$ cat src/rtl/mem_bus_arbiter.sv
// mem_bus_arbiter: shares one memory port between fetch (I) and load/store (D) requesters.
module mem_bus_arbiter #(
  parameter int ADDR_WIDTH = 32,
  parameter int DATA_WIDTH = 32,
  parameter int MAX_BURST  = 4
) (
  input  logic                  clk,
  input  logic                  rst,
  input  logic                  i_req,
  input  logic [ADDR_WIDTH-1:0] i_addr,
  output logic                  i_ack,
  output logic [DATA_WIDTH-1:0] i_rdata,
  input  logic                  d_req,
  input  logic [2:0]            d_we,
  input  logic [ADDR_WIDTH-1:0] d_addr,
  input  logic [DATA_WIDTH-1:0] d_wdata,
  output logic                  d_ack,
  output logic [DATA_WIDTH-1:0] d_rdata,
  output logic [ADDR_WIDTH-1:0] mem_addr,
  output logic [2:0]            mem_we,
  output logic [DATA_WIDTH-1:0] mem_wdata,
  input  logic [DATA_WIDTH-1:0] mem_rdata,
  output logic                  busy,
  output logic [1:0]            grant
);
  localparam logic [1:0] IDLE = 2'd0, ACCESS = 2'd1, ACK = 2'd2;
  localparam logic [3:0] MAXB = 4'(MAX_BURST);
  logic [1:0] state_q, state_d, grant_q, grant_d;
  logic [3:0] burst_q, burst_d;
  logic [ADDR_WIDTH-1:0] addr_q, addr_d;
  logic [2:0] we_q, we_d;
  logic [DATA_WIDTH-1:0] wdata_q, wdata_d, i_rdata_q, d_rdata_q;
  logic arb, ip, dp, pick_d, pick_i;
  always_comb begin
    arb = state_q == IDLE || state_q == ACK;
    // the master acked this cycle may still be holding its req
    ip = i_req && !(state_q == ACK && grant_q[0]);
    dp = d_req && !(state_q == ACK && grant_q[1]);
    pick_d = arb && dp && (!ip || burst_q != MAXB);
    pick_i = arb && ip && !pick_d;
    state_d = state_q == ACCESS ? ACK : (pick_d || pick_i) ? ACCESS : IDLE;
    grant_d = pick_d ? 2'b10 : pick_i ? 2'b01 : grant_q;
    burst_d = pick_i ? 4'd0 : !pick_d ? burst_q : !i_req ? 4'd0 : burst_q == MAXB ? burst_q : burst_q + 4'd1;
    addr_d = pick_d ? d_addr : pick_i ? i_addr : addr_q;
    we_d = pick_d ? d_we : 3'b000;
    wdata_d = pick_d ? d_wdata : wdata_q;
  end
  always_ff @(posedge clk or posedge rst) begin
    if (rst) begin
      state_q <= IDLE;
      grant_q <= 2'b00;
      burst_q <= 4'd0;
      addr_q <= '0;
      we_q <= 3'b000;
      wdata_q <= '0;
      i_rdata_q <= '0;
      d_rdata_q <= '0;
    end else begin
      state_q <= state_d;
      grant_q <= grant_d;
      burst_q <= burst_d;
      addr_q <= addr_d;
      we_q <= we_d;
      wdata_q <= wdata_d;
      if (state_q == ACCESS && grant_q[0]) i_rdata_q <= mem_rdata;
      if (state_q == ACCESS && grant_q[1]) d_rdata_q <= mem_rdata;
    end
  end
  assign i_ack = state_q == ACK && grant_q[0];
  assign d_ack = state_q == ACK && grant_q[1];
  assign busy = state_q != IDLE;
  assign grant = grant_q;
  assign mem_addr = addr_q;
  assign mem_we = we_q;
  assign mem_wdata = wdata_q;
  assign i_rdata = i_rdata_q;
  assign d_rdata = d_rdata_q;
endmodule

$ cat config.mk
export PLATFORM = sky130hd
export DESIGN_NAME = mem_bus_arbiter
export DESIGN_NICKNAME = d
export VERILOG_FILES = /design/src/rtl/mem_bus_arbiter.sv
export SDC_FILE = /design/constraint.sdc
export NUM_CORES = 1
export LEC_CHECK = 0
export ABC_AREA = 0
export CAP_MARGIN = 10
export CORE_MARGIN = 2
export CORE_UTILIZATION = 44
export DETAILED_ROUTE_END_ITERATION = 8
export PLACE_DENSITY = 0.86
export SLEW_MARGIN = 30
export SYNTH_ARGS = -nofsm -noshare
export SYNTH_HDL_FRONTEND = slang
export SYNTH_SLANG_ARGS = --single-unit
$ cat constraint.sdc
create_clock -name clk -period 7.3 [get_ports clk]
set_input_delay 1.46 -clock clk [delete_from_list [all_inputs] [get_ports clk]]
set_output_delay 1.46 -clock clk [all_outputs]
set_load 0.02 [all_outputs]
[Word level (Yosys, flattened, before mapping)]
Cells that the tools add are included.
W data, S select, Z words.
Cells by class
  $add $sub $neg: 1
  equal/unequal tests: 5
  muxes and demuxes: 11
  reduce and logical (&&, ||, !) cells: 21
Operators with widths (count)
  $mux W32: 2
  $mux W4: 4
  $logic_and A1 B1 Y1: 10
  $mux W2: 3
  $add A4 B1 Y4 const B: 1
  $eq A4 B3 Y1 const B: 1
  $logic_not A1 Y1: 4
  $ne A4 B3 Y1 const B: 1
  $reduce_bool A2 Y1: 2
  $logic_or A1 B1 Y1: 3
  $mux W3: 1
  $ne A3 B3 Y1 const B: 1
  $eq A2 B1 Y1 const B: 1
  $eq A2 B2 Y1 const B: 1
  $logic_not A2 Y1: 1
  $reduce_and A2 Y1: 1
  $mux W1: 1
Storage, ports and cells
  flip-flop bits (word level): 139
  bits of input ports: 135
  output and inout port bits: 136
  logic and storage cells: 46

[Logic depth before layout (Yosys ltp)]
  word-level depth: 12
  depth in mapped cells: 8
  depth with buffers taken out: 6

[Least setup slack after synthesis]
OpenSTA, ideal clock, no wires.
  kind: input to register
  start: in d_req
  end: reg addr_q[10] (netlist: mem_addr[10])
  setup time: 0.118 ns
  arrival: 2.417 ns
  required time: 7.182 ns
  path slack: 4.765 ns
  stages on the path: 5
  path buffers: 1
  path through: nor2b_1 > a311oi_4 > buf_6 > a22o_1 > a21o_1
On the way
  word-level cells in the longest chain between the ends: 6
  elaborated cells between the ends (all ways): 7
  classes of those cells: mux (1); reduce/logical (6)
Ends and longest elaborated chain
  from (decl): RTL line 13  | input logic d_req,
  $logic_and A1 B1 Y1 *: RTL line 38  | dp = d_req && !(state_q == ACK && grant_q[1]);
  $logic_and A1 B1 Y1 * (2 in a row): RTL line 39  | pick_d = arb && dp && (!ip || burst_q != MAXB);
  $logic_not A1 Y1
  $logic_and A1 B1 Y1: RTL line 40  | pick_i = arb && ip && !pick_d;
  $reduce_bool A2 Y1 (no source line)
  to (signal assigned): RTL line 62  | addr_q <= addr_d;
  to (decl): RTL line 30  | logic [ADDR_WIDTH-1:0] addr_q, addr_d;
Every way passes the cells marked *; elsewhere a longest branch is shown, timed or not.
A chain may end at the register's enable or synchronous reset.

[Worst setup path in the final report]
  start: reg grant_q[1] (netlist: grant[1])
  end: out d_ack
On the way
  word-level cells in the longest chain between the ends: 1
Ends and longest elaborated chain
  from (decl): RTL line 28  | logic [1:0] state_q, state_d, grant_q, grant_d;
  from (signal assigned): RTL line 60  | grant_q <= grant_d;
  $logic_and A1 B1 Y1: RTL line 70  | assign d_ack = state_q == ACK && grant_q[1];
  to (decl): RTL line 17  | output logic d_ack,
No other way between the ends.

==> impl_metrics.csv <==
group,metric,value,unit
yosys,synth_area_leaders,"dfrtp_1, mux2_1, nand2_1",
clock_network,clockRootBuffer,"clkbuf_16",
yosys,avgSynthCellArea,12.6,um2
clock_network,clockBufferDepth,2,
worst_setup_path,path_max_fanout,6,
global_routing,grt_usage,0.233,
timing,whs,0.470,ns
detailed_routing,via_per_inst,5.02,
clock_network,clk_pin_slew,0.06,ns
timing,setup_viol,0,
power,ir_worst_vdd,0.000252,V
layout,design_area,8980,um2
layout,synthToLayoutAreaGrowth,62.3,%
timing,finClkSkew,0.00777,ns
yosys,synth-main-ff-cell,"dfrtp_1",
floorplan,initial_core_util,0.455,
yosys,synth_top_area_frac,0.629,
timing,final.period_utilization,0.452,
global_routing,grt_overflow,0,
worst_setup_path,start_kind,"register",
min_path,min_from,"mem_wdata[7]$_DFFE_PP0P_",
min_path,hold_path_depth,2,
global_routing,grt_pass1_vias,4856,
global_routing,antenna_found_initial,0,
timing,maxSlewHeadroom,0.542,
timing,period_needed,3.30,ns
worst_setup_path,worstPathArrival,1.84,ns
yosys,synth_edf_count,0,
yosys,yosysMostFrequentCell,"dfrtp_1",
timing,worst_slew_pin_slew,0.687,ns
timing,finalHoldViolCount,0,
yosys,yosysSeqAreaShare,0.629,
clock_network,clkLatencyLatePin,0.42,ns
place,numPortBuffers,270,
min_path,min_path_type,"reg -> reg",
timing,final_max_slew_viol_count,0,
detailed_routing,drt-total-wl,15300,um
worst_setup_path,regToRegStartpoint,"burst_q[0]$_DFFE_PP0P_",
job,max_cap_viol_count,0,
yosys,ys_warn_count,0,
yosys,synth_top_area_cell,"dfrtp_1",
min_path,holdPathEnd,"mem_wdata[7]$_DFFE_PP0P_",
floorplan,die_area,13500,um2
floorplan,die_x,116,um
yosys,syn_area,5530,um2
clock_network,cts_tree,"yes",
timing,grt_setup_unrepaired,"false",
global_routing,grt_pass1_wl,23700,um
yosys,synth_common_cells,"dfrtp_1, nand2_1, mux2_1",
power,p_leak,4.04,nW
detailed_routing,post-route-drc-count,0,
worst_setup_path,crit_slowest_cell,"clkdlybuf4s50_1",
detailed_routing,dr.first_iter.drc_count,167,
place,hpwl,11100,um
worst_setup_path,critical_path_class,"reg -> out",
layout,diodes,0,
layout,drive_gt1_frac,0.0664,
floorplan,pin_count,271,
clock_network,post_cts_resize_count,0,
place,gp_congestion,0.784,
yosys,synth_cells,438,
power,p_sw_frac,0.367,
worst_setup_path,worstReg2RegEnd,"mem_addr[0]$_DFFE_PP0P_",
clock_network,hold_buffers,0,
worst_setup_path,ff2ff_path_depth,7,
yosys,mappedNetlistNets,575,
power,total_power,0.00432,W
layout,fin_nets,847,
worst_setup_path,cp-end-kind,"output pin",
yosys,synth-seq-cells,139,
yosys,async_reset_ff_frac,1.00,
clock_network,post-cts-setup-buffers,0,
detailed_routing,dr.pass1.iters,5,
global_routing,grt_max_degree,80,
worst_setup_path,path_buf_inv,1,
floorplan,core_area,12200,um2
power,p_int,0.00273,W
detailed_routing,vias,4474,
worst_setup_path,cp_slowest_stage_delay,0.65,ns
worst_setup_path,cp.required,5.84,ns
power,power.density,481,nW/um2
power,comb_power_share,0.479,
timing,fmaxAchievable,303,MHz
power,power_frac_clock,0.206,
yosys,ys_types,30,
power,p_sw,0.00159,W
power,seq_power_share,0.315,
worst_setup_path,crit_path_cell_trace,"nand2_1, nor2_1, clkdlybuf4s50_1",
clock_network,cts_buffers,17,
detailed_routing,wl_per_cell,17.1,um
run_status,status,"complete, no violations",
floorplan,rows,40,
detailed_routing,ant_nets,0,
clock_network,cts_num_sinks,139,
timing,setup_tns,0,ns
clock_network,htree_levels,4,
worst_setup_path,r2r_slack,5.04,ns
worst_setup_path,critPathTopFamily,"buffers and inverters",
place,placed_area,8360,um2
floorplan,die_y,116,um
[power groups by stage]
stage                     clock network (W)  logic [W]  registers [W]
final                              0.000891    0.00207        0.00136
after global placement                    0    0.00203        0.00135
after global routing               0.000948    0.00220        0.00140
after detailed placement                  0    0.00208        0.00137
after CTS                          0.000908    0.00209        0.00136
after floorplan                           0   0.000644        0.00180
[flip-flops by register name, indices dropped and copies added, names as in the netlist]
| register | flops |
|---|---|
| d_rdata | 32 |
| i_rdata | 32 |
| mem_addr | 32 |
| mem_wdata | 32 |
| burst_q | 4 |
| mem_we | 3 |
| grant | 2 |
| state_q | 2 |
[through the flow]
stage                     setup slack, ns   util  instances
after floorplan                      2.12      -        438
final                                4.00  0.739        891
after global routing                 3.90  0.739        891
after global placement               3.79  0.687        859
after detailed placement             3.69  0.687        859
after CTS                            3.97  0.738        891
[worst reg2reg max path: cells and delay by family, from the launching register on]
kind	cells	cell delay, ns
and+or+nand+nor	1	0.14
AOI/OAI and AO/OA	3	0.89
buffers and inverters	2	0.56
adders and majority gates	1	0.23
DFF	1	0.41
[cell usage in the layout (no fill, tap or decap), types with 6 or more instances in the layout]
master and count:
nand2_1 101, clkdlybuf4s50_1 270, clkbuf_16 17, a21oi_1 7, o2bb2ai_1 7, a21o_1 26
nor2_1 12, dfrtp_1 139, buf_4 6, nand3_1 7, a22o_1 25, mux2_1 62
[cell type report]
class / count / area (um2)
Multi-Input combinational cell: 270 / 1890
Tap cell: 168 / 210
Timing Repair Buffer: 277 / 2760
Clock inverter: 9 / 135
Sequential cell: 139 / 3480
Inverter: 5 / 23.8
Clock buffer: 23 / 488
Fill cell: 809 / 3180
[cell families after synthesis]
kind of cell,share of synthesized area
flops,0.629
simple gates,0.0977
compound gates,0.105
buf+inv,0.0303
mux,0.130
xor+xnor,0.00317
fa+ha+maj,0.00452
[worst max path at each step]
| stage | slack [ns] | from | endpoint | cells past startpoint |
|---|---|---|---|---|
| 6_report | 4.00 | grant[1]$_DFFE_PP0P_ | d_ack | 3 |
| 5_1_grt | 3.90 | grant[1]$_DFFE_PP0P_ | d_ack | 3 |
| 4_1_cts | 3.97 | grant[1]$_DFFE_PP0P_ | d_ack | 3 |
| 3_5_place_dp | 3.69 | i_req | mem_addr[24]$_DFFE_PP0P_ | 6 |
| 3_3_place_gp | 3.79 | i_req | mem_addr[31]$_DFFE_PP0P_ | 6 |
| 2_1_floorplan | 2.12 | rst | burst_q[0]$_DFFE_PP0P_ | 1 |
[routing by layer]
metal  wire (um)  share of wire  up-vias  GRT usage
met5           0              0        -          0
met4         509          0.033        0      0.118
met3        1370          0.089       41     0.0830
met2        7980           0.52      205      0.416
met1        5400           0.35     2184      0.242
li1            -              -     2044          -
No activity file was read; power rests on OpenSTA's default activity.
